`config.mk`:
```
export PLATFORM = sky130hd
export DESIGN_NAME = hazard
export DESIGN_NICKNAME = d
export VERILOG_FILES = /design/src/rtl/hazard_pkg.sv /design/src/rtl/hazard_satcounter.sv /design/src/rtl/hazard.sv
export SDC_FILE = /design/constraint.sdc
export NUM_CORES = 1
export LEC_CHECK = 0
export BUFFER_PORTS_ARGS = -buffer_cell sky130_fd_sc_hd__buf_2
export CAP_MARGIN = 20
export CORE_AREA = 2 2 39 41
export DETAILED_ROUTE_END_ITERATION = 12
export DIE_AREA = 0 0 41 43
export HOLD_SLACK_MARGIN = 0.02
export PLACE_DENSITY = 0.72
export SYNTH_ARGS = -nofsm -noshare
export SYNTH_HDL_FRONTEND = slang
export SYNTH_SLANG_ARGS = --single-unit
```
`constraint.sdc`:
```
create_clock -name clk -period 1.3 [get_ports clk]
set_input_delay 0.13 -clock clk [delete_from_list [all_inputs] [get_ports clk]]
set_output_delay 0.13 -clock clk [all_outputs]
set_load 0.005 [all_outputs]
```
`src/rtl/hazard_pkg.sv`:
```
// Shared definitions for the LEGv8 pipeline hazard controller.
// Register-file addressing, FSM state encoding and bubble counter width.
package hazard_pkg;

    localparam int unsigned REGADDRSIZE = 5;
    localparam logic [REGADDRSIZE-1:0] XZR = 5'd31;

    // Bubble counter width; bounds LOADUSE_BUBBLES to 1..15
    localparam int unsigned HZ_CNTSIZE = 4;

    typedef enum logic {
        HZ_RUN       = 1'b0,
        HZ_LOADSTALL = 1'b1
    } hz_state_e;

endpackage

```
`src/rtl/hazard_satcounter.sv`:
```
// Saturating up-counter used for hazard statistics.
// Holds at all-ones; asynchronous active-high reset to zero.
module satcounter #(
    parameter int unsigned W = 32
) (
    input  logic         clk,
    input  logic         rst,
    input  logic         inc,
    output logic [W-1:0] count
);

    logic [W-1:0] count_q;
    logic [W-1:0] count_d;

    // Next count: step on inc unless already saturated
    always_comb begin
        count_d = count_q;
        if (inc && (count_q != '1)) begin
            count_d = count_q + W'(1);
        end
    end

    // Count register
    always_ff @(posedge clk or posedge rst) begin
        if (rst) begin
            count_q <= '0;
        end else begin
            count_q <= count_d;
        end
    end

    assign count = count_q;

endmodule

```
`src/rtl/hazard.sv`:
```
// Pipeline interlock controller for the 5-stage LEGv8 core: load-use bubbles,
// taken-branch flush and data-memory freeze. Outputs are combinational from
// state, bubble counter and inputs.
// Optional statistics counters are built when HAZARD_STATS_EN is defined.
module hazard
    import hazard_pkg::*;
#(
    parameter int unsigned LOADUSE_BUBBLES = 1,
    parameter int unsigned CNTW            = 32
) (
    input  logic                   clk,
    input  logic                   rst,
    input  logic [REGADDRSIZE-1:0] ifid_ra,
    input  logic [REGADDRSIZE-1:0] ifid_rb,
    input  logic                   ifid_usea,
    input  logic                   ifid_useb,
    input  logic                   idex_memread,
    input  logic [REGADDRSIZE-1:0] idex_rd,
    input  logic                   branch_taken,
    input  logic                   mem_busy,
    output logic                   pc_write,
    output logic                   ifid_write,
    output logic                   ifid_flush,
    output logic                   idex_flush,
    output logic                   exmem_flush,
    output logic                   freeze
`ifdef HAZARD_STATS_EN
    ,
    output logic [CNTW-1:0]        stall_count,
    output logic [CNTW-1:0]        flush_count,
    output logic [CNTW-1:0]        freeze_count
`endif
);

    localparam logic [HZ_CNTSIZE-1:0] BUBBLE_INIT = HZ_CNTSIZE'(LOADUSE_BUBBLES - 1);
    localparam logic [HZ_CNTSIZE-1:0] CNT_ONE     = HZ_CNTSIZE'(1);

    if ((LOADUSE_BUBBLES < 1) || (LOADUSE_BUBBLES > 15) || (CNTW < 1)) begin : g_bad_param
        $error("hazard: LOADUSE_BUBBLES must be 1..15 and CNTW at least 1");
    end

    hz_state_e             state_q, state_d;
    logic [HZ_CNTSIZE-1:0] cnt_q, cnt_d;

    logic busy, taken, loaduse;

    // Inputs are masked during reset so outputs show RUN values immediately
    always_comb begin
        busy    = mem_busy && !rst;
        taken   = branch_taken && !rst;
        loaduse = !rst && idex_memread && (idex_rd != XZR) &&
                  ((ifid_usea && (idex_rd == ifid_ra)) ||
                   (ifid_useb && (idex_rd == ifid_rb)));
    end

    // Priority resolution: memory wait, branch flush, bubble in progress, new load-use
    always_comb begin
        pc_write    = 1'b1;
        ifid_write  = 1'b1;
        ifid_flush  = 1'b0;
        idex_flush  = 1'b0;
        exmem_flush = 1'b0;
        freeze      = 1'b0;
        state_d     = state_q;
        cnt_d       = cnt_q;

        if (busy) begin
            freeze     = 1'b1;
            pc_write   = 1'b0;
            ifid_write = 1'b0;
        end else if (taken) begin
            ifid_flush  = 1'b1;
            idex_flush  = 1'b1;
            exmem_flush = 1'b1;
            state_d     = HZ_RUN;
            cnt_d       = '0;
        end else if (state_q == HZ_LOADSTALL) begin
            pc_write   = 1'b0;
            ifid_write = 1'b0;
            idex_flush = 1'b1;
            cnt_d      = cnt_q - CNT_ONE;
            if (cnt_q == CNT_ONE) begin
                state_d = HZ_RUN;
            end
        end else if (loaduse) begin
            pc_write   = 1'b0;
            ifid_write = 1'b0;
            idex_flush = 1'b1;
            if (LOADUSE_BUBBLES > 1) begin
                state_d = HZ_LOADSTALL;
                cnt_d   = BUBBLE_INIT;
            end
        end
    end

    // FSM state and remaining-bubble counter
    always_ff @(posedge clk or posedge rst) begin
        if (rst) begin
            state_q <= HZ_RUN;
            cnt_q   <= '0;
        end else begin
            state_q <= state_d;
            cnt_q   <= cnt_d;
        end
    end

`ifdef HAZARD_STATS_EN
    // A load-use bubble flushes ID/EX without EX/MEM; a branch flushes both
    satcounter #(.W(CNTW)) u_stall_cnt (
        .clk   (clk),
        .rst   (rst),
        .inc   (idex_flush && !exmem_flush),
        .count (stall_count)
    );

    satcounter #(.W(CNTW)) u_flush_cnt (
        .clk   (clk),
        .rst   (rst),
        .inc   (exmem_flush),
        .count (flush_count)
    );

    satcounter #(.W(CNTW)) u_freeze_cnt (
        .clk   (clk),
        .rst   (rst),
        .inc   (freeze),
        .count (freeze_count)
    );
`endif

endmodule

```
== Word-level counts from Yosys, hierarchy flattened ==
Index checks and enable logic that the tools add are counted.
W data, S select, Z words.
Operators by class
  add/subtract/negate cells: 1
  eq/ne operators: 4
  mux-type cells: 16
  bitwise gates (word level): 1
  reduce and logical (&&, ||, !) cells: 11
Operators by type and width (count)
  $mux W1: 14
  $eq A5 B5 Y1: 2
  $mux W4: 2
  $logic_and A1 B1 Y1: 7
  $ne A5 B5 Y1 const B: 1
  $eq A4 B1 Y1 const B: 1
  $sub A4 B1 Y4 const B: 1
  $reduce_and A2 Y1: 1
  $reduce_bool A2 Y1: 1
  $logic_not A1 Y1: 1
  $logic_or A1 B1 Y1: 1
  $not A1 Y1: 1
Storage, ports and cells
  flip-flop bits (word level): 5
  input bits: 22

== Longest topological paths before layout ==
  depth in word-level cells: 8
  depth in mapped cells: 5
  gate-level depth less buffers: 5

== Worst setup path after synthesis ==
No wires, ideal clock.
  kind: flip-flop to flip-flop
  start: register cnt_q[0]
  end: register cnt_q[2]
  setup time: 0.135 ns
  arrival: 0.868 ns
  path slack: 0.297 ns
  stages on the path, launching flop included: 6
  buffers on the path: 0
  cells stage by stage: dfrtp_1 -> inv_1 -> ha_1 -> nand3_1 -> xor2_1 -> nor2_1
On the way
  longest elaborated chain between the ends: 3
Ends and longest elaborated chain
  start: declaration: RTL line hazard.sv:43  | logic [HZ_CNTSIZE-1:0] cnt_q, cnt_d;
  start signal: assignment: RTL line hazard.sv:103  | cnt_q <= cnt_d;
  $sub A4 B1 Y4: RTL line hazard.sv:81  | cnt_d = cnt_q - CNT_ONE;
  $mux W4: RTL line hazard.sv:77  | end else if (state_q == HZ_LOADSTALL) begin
  $mux W4: RTL line hazard.sv:71  | end else if (taken) begin
Every way passes these cells. The select of a mux whose other input is x is not followed.
A chain may end at the register's enable or synchronous reset.

== Worst setup path after layout ==
  start: register state_q
  end: output pc_write
On the way
  longest elaborated chain between the ends: 3
Ends and longest elaborated chain
  start: declaration: RTL line hazard.sv:42  | hz_state_e state_q, state_d;
  start signal: assignment: RTL line hazard.sv:102  | state_q <= state_d;
  $mux W1: RTL line hazard.sv:77
  $mux W1: RTL line hazard.sv:71
  $mux W1: RTL line hazard.sv:67  | if (busy) begin
  end: declaration: RTL line hazard.sv:21  | output logic pc_write,
Every way passes these cells.

==> reports/metrics.cfg <==
[cts]
cts.sinks = 5
cts_root_buf = clkbuf_4
clk-insertion-delay-late_ps = 250
clk_path_buf_depth = 2
cts_tree = done
clk_pin_slew_ps = 50
htree_num_levels = 1
cts_buffers = 3

[hold_path]
min_path_cells = 4
worstHoldPathType = in -> reg
min-delay-start = branch_taken
hold_end = state_q

[placed_design]
placed_area_um2 = 614
hpwl_um = 878
io_buffers = 27
place_ws_ps = 118
gp_congestion = 0.735
dp_cells = 97

[die]
die_w_um = 41
die_height_um = 43
start_util_pct = 33.2
io_pins = 28
rows = 14
coreArea_um2 = 1380
die-area_um2 = 1760

[sta]
setup_viol = 2
drv_slew = 0
finClkSkew_ps = 12.1
worstMarginPinSlew_ps = 358
max_freq_mhz = 760
post-route-period-util_pct = 101
rsz0062_at_grt = yes
fin_ws_ps = -15.7
relSlewSlack_pct = 76.1
hold_viol = 0
post-route-min-period_ps = 1320

[synthesis]
synth_nets = 78
syn_inst = 54
synth.cell_area_um2 = 459
synth_top_area_share_pct = 27.2
ys_warn_count = 0
syn_area_per_cell_um2 = 8.50
ys_seq_elements = 5
synth-seq-area-share_pct = 27.2
synth_cell_type_count = 20
synth_area_leaders = dfrtp_1 (27%), xnor2_1 (21%), nor2_1 (5.7%)
yosys.area.top_type = dfrtp_1

[grt]
grt_pass1_vias = 478
grt_start_max_net_pins = 7
grt_usage_pct = 14.4
grt_first_pass_wirelength_mm = 1.71
antenna_found_initial = 0
gr-total-overflow = 0

[finish]
final_cells = 105
drive_gt1_share_pct = 44.9
antenna_cells = 0
nets = 114
syn2layout_area_growth_pct = 52.9
final_cell_area_um2 = 702

[critical_path]
cp_slowest_cell = dfrtp_1
arrival_ps = 1190
regToRegEndpoint = cnt_q[3]
rrSetupSlack_ps = 230
cp.depth = 3
slowest_delay_ps = 400
path_buf_inv = 2
cpLargestDelayFamily = flip-flops
worstPathCellList = buf_6 > a221oi_4 > buf_2
critPathMaxFanout = 2
start_kind = register
rr_startpoint = cnt_q[2]
critPathCaptureType = output port
critPathRequiredTime_ps = 1170
worstSetupPathType = reg -> out
r2r_cells = 4

[drt]
firstDrtPassIters = 1
drc = 0
ant_nets = 0
routed_wl_mm = 1.17
drt-wirelength-per-cell_um = 11.1
initialDrtViolationCount = 0
viasPerCell = 4.57
vias = 480

[power_and_ir_drop]
power_uw = 467
powerDensity_nw_per_um2 = 665
leakage_nw = 0.347
vdd_drop_max_mv = 0.232

[status]
status = finished with violations
violations = negative setup slack

[flow_run]
cap_violations = 0

## final cells by class
class	count	area (µm²)
timing repair buffer	33	186
inverter	4	15.0
multi-input combinational	43	329
sequential	5	125
fill	131	682
clock buffer	4	26.3
tap	16	20.0
## layout by cell type (no fill, tap or decap)
cell type       n
nor4b_2         1
buf_2          27
nand4_1         2
clkbuf_4        3
and2_4          1
clkbuf_1        1
a211oi_1        1
o22ai_2         1
dfrtp_1         5
a211o_1         1
dlygate4sd3_1   1
a221oi_4        1
nor4b_1         1
ha_1            2
a21oi_1         1
buf_6           1
nor2b_1         1
xnor2_1        11
xor2_1          2
nand2b_4        1
nand2_1         5
buf_4           4
nor2_1          7
inv_1           4
nand3_1         3
nor3_1          1
## where the power goes
part / switching [mW] / internal, mW / leakage [nW]
sequential: 0 / 0.156 / 0.0699
combinational: 0.0555 / 0.0679 / 0.262
clock: 0.0711 / 0.117 / 0.0150
## flip-flops by register name, summed over array words and instances (netlist names)
signal and count:
cnt_q 4, state_q 1
## through the flow
step / util, % / setup TNS (ps) / hold WS (ps)
after floorplan: - / 0 / -83.2
after global placement: 44.4 / 0 / 139
after detailed placement: 44.4 / 0 / 144
after CTS: 48.1 / -52.8 / 284
after global routing: 50.7 / -139 / 384
final: 50.7 / -31.2 / 332
## cell usage after synthesis
cell type / number
a211o_1: 1
a211oi_1: 1
a21oi_1: 1
a221oi_2: 1
and2_2: 1
buf_4: 2
dfrtp_1: 5
ha_1: 2
inv_1: 4
nand2_1: 5
nand2b_4: 1
nand3_1: 3
nand4_1: 2
nor2_1: 7
nor2b_1: 1
nor3_1: 1
nor4b_1: 2
o22ai_1: 1
xnor2_1: 11
xor2_1: 2
## logic make-up after synthesis
kind of cell    Yosys count  synth area share [%]
flops                     5                  27.2
compound gates            5                  9.26
buf+inv                   6                  6.54
simple gates             23                  26.7
xor+xnor                 13                  24.8
fa+ha+maj                 2                  5.45
## worst max-delay path by stage
stage / from / endpoint
after floorplan: cnt_q[0] / cnt_q[2]
after global placement: idex_rd[1] / idex_flush
after detailed placement: idex_rd[1] / idex_flush
after CTS: state_q / ifid_write
after global routing: state_q / ifid_write
final: state_q / pc_write
## per-layer routing
| metal | GRT usage [%] | share of wire, % | wire length, µm |
|---|---|---|---|
| met2 | 25.0 | 53 | 615 |
| met5 | 0 | 0 | 0 |
| met3 | 1.57 | 6.6 | 77 |
| met4 | 8.00 | 0.86 | 10 |
| met1 | 15.7 | 40 | 462 |
## worst reg2reg max path: cells and delay by family (launching register included)
kind                      cells  cell delay [ps]
DFF                           1              410
and+or+nand+nor               3              390
xor gates and xnor gates      1              150
## what timing repair did
| item | in CTS | in global routing |
|---|---|---|
| pin swaps | 0 | 1 |
| resized for setup | 0 | 5 |
| endpoints found under the hold margin | 5 | 0 |
| buffers inserted | 2 | 1 |
| endpoints found under the setup margin | 1 | 3 |
| hold buffers | 1 | 0 |
Note: power is estimated with default switching activity, not from simulation.
